[src/rtl/adc_sample_sequencer.sv]
// ADC sample sequencer: scans the enabled amux channels, triggers one conversion
// per channel and queues {channel, measurement} samples in a fall-through FIFO.
module adc_sample_sequencer #(
    parameter int CH_WIDTH       = 2,
    parameter int MEAS_WIDTH     = 16,
    parameter int FIFO_DEPTH     = 8,
    parameter int SETTLE_CYCLES  = 4,
    parameter int TIMEOUT_CYCLES = 255
) (
    input  logic                           clk_i,
    input  logic                           reset_i,
    input  logic                           enable_i,
    input  logic [2**CH_WIDTH-1:0]         ch_mask_i,
    input  logic                           status_clr_i,
    output logic                           busy_o,
    output logic [CH_WIDTH-1:0]            amux_sel_o,
    output logic                           adc_trigger_o,
    input  logic                           adc_done_i,
    input  logic [MEAS_WIDTH-1:0]          adc_data_i,
    input  logic                           rd_en_i,
    output logic [CH_WIDTH+MEAS_WIDTH-1:0] rd_data_o,
    output logic                           fifo_empty_o,
    output logic                           fifo_full_o,
    output logic [$clog2(FIFO_DEPTH):0]    fifo_count_o,
    output logic                           overflow_o,
    output logic                           timeout_err_o
);

    localparam int NCH = 2**CH_WIDTH;
    localparam int AW  = $clog2(FIFO_DEPTH);
    localparam int CW  = AW + 1;
    localparam int EW  = CH_WIDTH + MEAS_WIDTH;
    localparam int SW  = $clog2(SETTLE_CYCLES + 1);
    localparam int TW  = $clog2(TIMEOUT_CYCLES + 1);

    localparam logic [SW-1:0] SETTLE_LAST  = SW'(SETTLE_CYCLES - 1);
    localparam logic [TW-1:0] TIMEOUT_LAST = TW'(TIMEOUT_CYCLES - 1);
    localparam logic [CW-1:0] FULL_CNT     = CW'(FIFO_DEPTH);

    localparam logic [2:0] ST_IDLE    = 3'd0;
    localparam logic [2:0] ST_SELECT  = 3'd1;
    localparam logic [2:0] ST_TRIGGER = 3'd2;
    localparam logic [2:0] ST_WAIT    = 3'd3;
    localparam logic [2:0] ST_STORE   = 3'd4;

    logic [2:0]            state_q, state_d;
    logic [CH_WIDTH-1:0]   sel_q, sel_d;
    logic [CH_WIDTH-1:0]   next_idx_q, next_idx_d;
    logic [SW-1:0]         settle_q, settle_d;
    logic [TW-1:0]         tmo_q, tmo_d;
    logic [MEAS_WIDTH-1:0] cap_q, cap_d;
    logic                  overflow_q, overflow_d;
    logic                  timeout_err_q, timeout_err_d;
    logic [AW-1:0]         wr_ptr_q, wr_ptr_d;
    logic [AW-1:0]         rd_ptr_q, rd_ptr_d;
    logic [CW-1:0]         count_q, count_d;
    logic [EW-1:0]         mem_q [FIFO_DEPTH];

    logic                  scan_ok;
    logic                  advance;
    logic                  store_req;
    logic                  timeout_set;
    logic                  do_read;
    logic                  do_write;
    logic                  overflow_set;
    logic                  fifo_empty;
    logic                  fifo_full;
    logic [CH_WIDTH-1:0]   sel_plus1;

    // Lowest set mask bit at or above start, searching circularly.
    function automatic logic [CH_WIDTH-1:0] first_set_from(
        input logic [NCH-1:0]      mask,
        input logic [CH_WIDTH-1:0] start
    );
        logic [CH_WIDTH-1:0] idx;
        logic                found;
        first_set_from = start;
        found          = 1'b0;
        for (int i = 0; i < NCH; i++) begin
            idx = start + CH_WIDTH'(i);
            if (!found && mask[idx]) begin
                first_set_from = idx;
                found          = 1'b1;
            end
        end
    endfunction

    assign scan_ok   = enable_i && (ch_mask_i != '0);
    assign sel_plus1 = sel_q + CH_WIDTH'(1);

    always_comb begin
        state_d     = state_q;
        sel_d       = sel_q;
        next_idx_d  = next_idx_q;
        settle_d    = settle_q;
        tmo_d       = tmo_q;
        cap_d       = cap_q;
        advance     = 1'b0;
        store_req   = 1'b0;
        timeout_set = 1'b0;
        case (state_q)
            ST_IDLE: begin
                if (scan_ok) begin
                    state_d  = ST_SELECT;
                    sel_d    = first_set_from(ch_mask_i, next_idx_q);
                    settle_d = '0;
                end
            end
            ST_SELECT: begin
                if (settle_q == SETTLE_LAST) begin
                    state_d = ST_TRIGGER;
                end else begin
                    settle_d = settle_q + SW'(1);
                end
            end
            ST_TRIGGER: begin
                state_d = ST_WAIT;
                tmo_d   = '0;
            end
            ST_WAIT: begin
                if (adc_done_i) begin
                    cap_d   = adc_data_i;
                    state_d = ST_STORE;
                end else if (tmo_q == TIMEOUT_LAST) begin
                    timeout_set = 1'b1;
                    advance     = 1'b1;
                end else begin
                    tmo_d = tmo_q + TW'(1);
                end
            end
            ST_STORE: begin
                store_req = 1'b1;
                advance   = 1'b1;
            end
            default: state_d = ST_IDLE;
        endcase
        // Store and timeout share one exit: the only other points where enable and mask are sampled.
        if (advance) begin
            next_idx_d = sel_plus1;
            if (scan_ok) begin
                state_d  = ST_SELECT;
                sel_d    = first_set_from(ch_mask_i, sel_plus1);
                settle_d = '0;
            end else begin
                state_d = ST_IDLE;
            end
        end
    end

    assign fifo_empty   = (count_q == '0);
    assign fifo_full    = (count_q == FULL_CNT);
    assign do_read      = rd_en_i && !fifo_empty;
    assign do_write     = store_req && (!fifo_full || do_read);
    assign overflow_set = store_req && fifo_full && !do_read;

    always_comb begin
        wr_ptr_d = wr_ptr_q;
        rd_ptr_d = rd_ptr_q;
        count_d  = count_q;
        if (do_write) wr_ptr_d = wr_ptr_q + AW'(1);
        if (do_read)  rd_ptr_d = rd_ptr_q + AW'(1);
        case ({do_write, do_read})
            2'b10:   count_d = count_q + CW'(1);
            2'b01:   count_d = count_q - CW'(1);
            default: count_d = count_q;
        endcase
    end

    // A set event in the same cycle as a clear leaves the flag set.
    always_comb begin
        overflow_d    = overflow_q;
        timeout_err_d = timeout_err_q;
        if (status_clr_i) begin
            overflow_d    = 1'b0;
            timeout_err_d = 1'b0;
        end
        if (overflow_set) overflow_d    = 1'b1;
        if (timeout_set)  timeout_err_d = 1'b1;
    end

    always_ff @(posedge clk_i) begin
        if (reset_i) begin
            state_q       <= ST_IDLE;
            sel_q         <= '0;
            next_idx_q    <= '0;
            settle_q      <= '0;
            tmo_q         <= '0;
            cap_q         <= '0;
            overflow_q    <= 1'b0;
            timeout_err_q <= 1'b0;
            wr_ptr_q      <= '0;
            rd_ptr_q      <= '0;
            count_q       <= '0;
        end else begin
            state_q       <= state_d;
            sel_q         <= sel_d;
            next_idx_q    <= next_idx_d;
            settle_q      <= settle_d;
            tmo_q         <= tmo_d;
            cap_q         <= cap_d;
            overflow_q    <= overflow_d;
            timeout_err_q <= timeout_err_d;
            wr_ptr_q      <= wr_ptr_d;
            rd_ptr_q      <= rd_ptr_d;
            count_q       <= count_d;
        end
    end

    always_ff @(posedge clk_i) begin
        if (do_write && !reset_i) mem_q[wr_ptr_q] <= {sel_q, cap_q};
    end

    assign busy_o        = (state_q != ST_IDLE);
    assign amux_sel_o    = sel_q;
    assign adc_trigger_o = (state_q == ST_TRIGGER);
    assign rd_data_o     = fifo_empty ? '0 : mem_q[rd_ptr_q];
    assign fifo_empty_o  = fifo_empty;
    assign fifo_full_o   = fifo_full;
    assign fifo_count_o  = count_q;
    assign overflow_o    = overflow_q;
    assign timeout_err_o = timeout_err_q;

endmodule

[config.mk]
export PLATFORM = sky130hd
export DESIGN_NAME = adc_sample_sequencer
export DESIGN_NICKNAME = d
export VERILOG_FILES = /design/src/rtl/adc_sample_sequencer.sv
export SDC_FILE = /design/constraint.sdc
export NUM_CORES = 1
export LEC_CHECK = 0
export BUFFER_PORTS_ARGS = -buffer_cell sky130_fd_sc_hd__buf_2
export CORE_ASPECT_RATIO = 0.8
export CORE_MARGIN = 3
export CORE_UTILIZATION = 50
export DETAILED_ROUTE_END_ITERATION = 8
export PLACE_DENSITY_LB_ADDON = 0.08
export SLEW_MARGIN = 15
export SYNTH_ARGS = -nofsm -noshare
export SYNTH_HDL_FRONTEND = slang
export SYNTH_SLANG_ARGS = --single-unit
[constraint.sdc]
create_clock -name clk_i -period 4.93 [get_ports clk_i]
set_input_delay 0.493 -clock clk_i [delete_from_list [all_inputs] [get_ports clk_i]]
set_output_delay 0.493 -clock clk_i [all_outputs]
set_load 0.01 [all_outputs]
==> flow_summary.json, run 1 <==
{
  "cts_resized": 0,
  "synth.distinct_cells": 61,
  "cts_tree": "built",
  "cts_buffer_depth": 2,
  "antenna_found_initial": 0,
  "clk_latency_ns": 0.42,
  "clk_pin_slew_ns": 0.07,
  "grt_pass1_vias": 4634,
  "synth_ff_type": "edfxtp_1",
  "max_freq_mhz": 322,
  "antennaDiodeCount": 0,
  "crit_arrival_ns": 2.61,
  "setup_tns_ns": 0,
  "syn_avg_cell_area_um2": 14.8,
  "min_period_ns": 3.10,
  "core_um2": 15300,
  "cts_buffers": 17,
  "drv_slew": 0,
  "worst_hold_path_type": "in -> reg",
  "grt_pass1_wl_um": 25600,
  "die_area_um2": 17500,
  "fp.dieH_um": 119,
  "path_max_fanout": 20,
  "synth_area_leaders": "edfxtp_1 54%, dfxtp_1 12%, mux4_2 10%",
  "die_w_um": 147,
  "dpl.hpwl_um": 9810,
  "fin_cells": 819,
  "worst_setup_path_end_kind": "primary output",
  "status": "finished clean",
  "tightest_slew_ns": 1.06,
  "p_int_w": 0.00310,
  "worst_ep_required_time_ns": 4.44,
  "netlist_area_um2": 7980,
  "crit_type": "reg -> out",
  "ys_warn_count": 0,
  "layout_commonest_cell": "edfxtp_1",
  "drtIter0Drc": 316,
  "switching_power_w": 0.00139,
  "layout_setup_ws_ns": 1.83,
  "seq_area_frac_synth_pct": 66.5,
  "num_rows": 40,
  "syn_to_final_growth_pct": 13.9,
  "syn_nets": 573,
  "slew_headroom_pct": 29.5,
  "swShare_pct": 31.0,
  "yosys.area.top_type": "edfxtp_1",
  "post-route-period-util_pct": 62.9,
  "clkPwrFrac_pct": 29.2,
  "critPathLaunchType": "register",
  "cts_setup_buffers": 0,
  "routedWlPerCell_um": 19.5,
  "first_pass_iters": 4,
  "fin_nets": 630,
  "hold_ws_ns": 0.305,
  "vias_per_cell": 5.64,
  "grt_usage_pct": 19.2,
  "rsz0062_at_grt": "no",
  "place_area_um2": 8520,
  "drive_gt1_share_pct": 25.6,
  "mostFrequentLayoutCells": "144 x edfxtp_1, 55 x buf_2, 54 x nor2_1",
  "setup_viol": 0,
  "hold_buffers": 0,
  "p_per_area_nw_per_um2": 494,
  "grt_max_degree": 47,
  "final_cell_area_um2": 9090,
  "synth_enable_flop_cells": 144,
  "port_buffers": 55,
  "synth_top_area_share_pct": 54.2,
  "routed_wl_um": 16000,
  "cts.sinks": 193,
  "synthCells": 539,
  "power_frac_comb_pct": 27.1,
  "num_io_pins": 56,
  "async_reset_ff_share_pct": 0,
  "drc": 0,
  "ys_ff_latch": 193,
  "vias": 4617,
  "gp_congestion": 0.826,
  "seqPwrFrac_pct": 43.7,
  "fin_skew_ns": 0.00727,
  "post-place-ws_ns": 2.17,
  "htree_num_levels": 4,
  "dp.cells": 787,
  "drv_cap": 0,
  "grt_overflow_total": 0,
  "initial_core_util_pct": 52.1,
  "finalHoldViolCount": 0,
  "ant_nets": 0,
  "ir_worst_vdd_uv": 260,
  "leakagePower_nw": 3.24,
  "cts-root-buf": "clkbuf_16"
}
## state kept, by name, summed over array words and instances, names as in the netlist, named ones only
signal	flops
timeout_err_o	1
cap_q	16
mem_q	144
wr_ptr_q	3
amux_sel_o	2
overflow_o	1
tmo_q	8
state_q	3
settle_q	3
fifo_count_o	4
rd_ptr_q	3
next_idx_q	2
## cells in the mapped netlist (2+ instances only)
master / number
nor2_1: 54
buf_1: 2
xor2_1: 2
nand2_1: 45
o21a_1: 2
o21ai_0: 3
nor3_2: 2
mux4_2: 36
a21o_1: 3
nand2b_1: 6
ha_1: 7
a211oi_1: 8
o21ai_1: 2
nor3_1: 9
nor2b_1: 5
o22ai_1: 2
nand3_1: 6
nor3b_1: 3
xnor2_1: 10
or3_1: 2
nand3b_1: 2
dfxtp_1: 49
mux2i_1: 21
o41ai_4: 2
buf_2: 6
clkbuf_1: 21
o31ai_1: 3
nand4_1: 2
inv_1: 12
a21oi_1: 31
edfxtp_1: 144
a31oi_1: 4
o221ai_1: 2
and3_1: 4
## path summary, 6_finish.rpt
path | start | slack, ns | depth (start not counted) | to
max | register | 1.83 | 5 | rd_data_o[15]
min reg2reg | timeout_err_o | 0.46 | 2 | timeout_err_o
max reg2reg | fifo_count_o[0] | 2.41 | 9 | fifo_count_o[3]
min | adc_data_i[7] | 0.30 | 3 | cap_q[7]
## layer usage
metal  global-route usage [%]  vias up  part of all wire (%)
li1                         -     2163                     -
met1                     28.2     2327                    46
met2                     29.1      113                    47
met3                     4.75       14                   5.7
met4                     5.06        0                   1.1
met5                        0        -                     0
## power by group through the flow
stage / logic [W] / clock network, W / registers (W)
after floorplan: 0.000903 / 0 / 0.00190
after detailed placement: 0.00123 / 0 / 0.00200
after CTS: 0.00124 / 0.00133 / 0.00196
after global placement: 0.00122 / 0 / 0.00199
after global routing: 0.00134 / 0.00140 / 0.00198
final: 0.00122 / 0.00131 / 0.00196
## per-stage QoR
step	util, %	total power, W
5_1_grt	59.4	0.00472
2_1_floorplan	-	0.00281
6_report	59.4	0.00449
3_3_place_gp	55.6	0.00321
3_5_place_dp	55.6	0.00323
4_1_cts	59.4	0.00454
## worst max-delay path, cell delays in order, from the launching register on
cell	delay [ns]
dfxtp_2	0.73
buf_4	0.48
mux4_2	0.55
mux2i_1	0.20
nor2_1	0.07
buf_2	0.15
## logic make-up (layout without fill, tap and decap cells)
kind of cell,after synthesis,count (layout),synth area share [%]
xor gates and xnor gates,12,12,1.32
adders and majority gates,8,8,1.35
buffers and inverters,43,113,2.15
and+or+nand+nor,151,151,9.24
AOI/OAI and AO/OA,75,75,6.65
DFF,193,193,66.5
muxes,57,57,12.8
## final cells by class
class	instances	area, um^2
timing repair buffer	67	365
tap	210	263
clock inverter	14	134
multi-input combinational	303	2530
fill	1229	6220
inverter	14	55.1
sequential	193	5310
clock buffer	18	439
Note: power is estimated with default switching activity, not from simulation.
==> run 2: changes to the inputs <==
clock period = 2.9 ns   (was 4.93 ns; I/O delays follow)
==> flow_summary.json, run 2 (same netlist as run 1, synthesis figures left out) <==
{
  "worst_path_max_delay_cell": "o41ai_4",
  "hold_buffers": 0,
  "ant_nets": 0,
  "cts_tree": "built",
  "setup_viol": 0,
  "finalHoldViolCount": 0,
  "slowest_delay_ns": 0.49,
  "routedWlPerCell_um": 19.5,
  "grt_pass1_vias": 4640,
  "core_um2": 15300,
  "path_max_fanout": 6,
  "worst_setup_path_end_kind": "register",
  "min_period_ns": 2.43,
  "slew_headroom_pct": 44.8,
  "grt_pass1_wl_um": 25700,
  "largest_reg_flops": 144,
  "crit_type": "reg -> reg",
  "first_pass_iters": 4,
  "antennaDiodeCount": 0,
  "worst_hold_path_type": "in -> reg",
  "gp_congestion": 0.870,
  "drtIter0Drc": 235,
  "worst_ep_required_time_ns": 3.26,
  "ff_latch_area_um2": 5310,
  "crit_chain": "o41ai_4 -> nand2b_4 -> inv_4 -> ha_1 -> a21o_2 -> a21o_1 -> or2_1 -> and3_1 -> nor3_2",
  "num_rows": 40,
  "fp.dieH_um": 119,
  "antenna_found_initial": 0,
  "dp.cells": 794,
  "cts_resized": 0,
  "post-route-period-util_pct": 83.9,
  "drv_cap": 0,
  "htree_num_levels": 4,
  "crit_arrival_ns": 2.79,
  "grt_overflow_total": 0,
  "p_per_area_nw_per_um2": 852,
  "hold_ws_ns": 0.0907,
  "drc": 0,
  "grt_usage_pct": 19.3,
  "power_frac_comb_pct": 28.1,
  "cts_buffer_depth": 2,
  "dpl.hpwl_um": 10200,
  "die_w_um": 147,
  "regMostFlops": "mem_q",
  "ir_worst_vdd_uv": 392,
  "clk_latency_ns": 0.43,
  "vias_per_cell": 5.53,
  "multi_input_area_um2": 2530,
  "fill_cells": 1195,
  "cts_setup_buffers": 0,
  "seqPwrFrac_pct": 41.2,
  "fin_cells": 826,
  "syn_to_final_growth_pct": 15.2,
  "setup_tns_ns": 0,
  "fin_skew_ns": 0.00701,
  "tightest_slew_ns": 0.823,
  "switching_power_w": 0.00237,
  "critPathLaunchType": "register",
  "top_regs": "mem_q x144, cap_q x16, tmo_q x8",
  "routed_wl_um": 16100,
  "die_area_um2": 17500,
  "status": "finished clean",
  "clk_pin_slew_ns": 0.07,
  "p_int_w": 0.00546,
  "fin_nets": 637,
  "drive_gt1_share_pct": 26.3,
  "leakagePower_nw": 3.32,
  "cts-root-buf": "clkbuf_16",
  "vias": 4571,
  "finalPower_w": 0.00783,
  "rsz0062_at_grt": "no",
  "cts.sinks": 193,
  "drv_slew": 0,
  "initial_core_util_pct": 52.1,
  "cts_buffers": 17,
  "clkPwrFrac_pct": 30.7,
  "grt_max_degree": 43,
  "port_buffers": 55,
  "max_freq_mhz": 411,
  "swShare_pct": 30.3,
  "num_io_pins": 56,
  "layout_commonest_cell": "edfxtp_1",
  "mostFrequentLayoutCells": "144 x edfxtp_1, 55 x buf_2, 54 x nor2_1"
}
-- run 2: layer usage --
layer  GRT usage [%]  share of wire [%]  up-vias
li1                -                  -     2177
met1            27.4                 46     2282
met2            30.0                 48       95
met3            4.26                4.1       17
met4            6.40                1.4        0
met5               0                  0        -
-- run 2: path summary, 6_finish.rpt --
path / startpoint / slack (ns) / end / depth (start not counted)
max reg2reg: fifo_count_o[0] / 0.47 / fifo_count_o[3] / 9
min reg2reg: timeout_err_o / 0.46 / timeout_err_o / 2
max: fifo_count_o[0] / 0.47 / fifo_count_o[3] / 9
min: reset_i / 0.09 / wr_ptr_q[2] / 2
-- run 2: final cells by class --
class,instances,share of cell area (%)
flip-flops and latches,193,57.7
clock buffers,18,4.67
clock inverters,14,1.93
multi-input cells,303,27.5
inverters,14,0.599
well taps,210,2.86
repair buffers,74,4.68
-- run 2: metrics by stage --
step | util (%) | setup slack [ns] | instance area, um^2
2_1_floorplan | - | 0.275 | 7980
3_3_place_gp | 56.0 | 0.502 | 8580
3_5_place_dp | 56.0 | 0.464 | 8580
4_1_cts | 60.0 | 0.433 | 9190
5_1_grt | 60.0 | 0.260 | 9190
6_report | 60.0 | 0.466 | 9190
-- run 2: power groups by stage --
stage               clock (W)  sequential (W)  combinational (W)
floorplan                   0         0.00324            0.00153
global placement            0         0.00328            0.00222
detailed placement          0         0.00329            0.00223
CTS                   0.00245         0.00323            0.00224
global route          0.00257         0.00325            0.00241
finish                0.00240         0.00323            0.00220
-- run 2: worst max-delay path: cells and delay by family, from the launching register on --
kind                       cells  cell delay, ns
DFF                            1            0.39
AOI/OAI and AO/OA              3            0.88
adders and majority gates      1            0.27
buffers and inverters          1            0.05
and+or+nand+nor                4            0.79
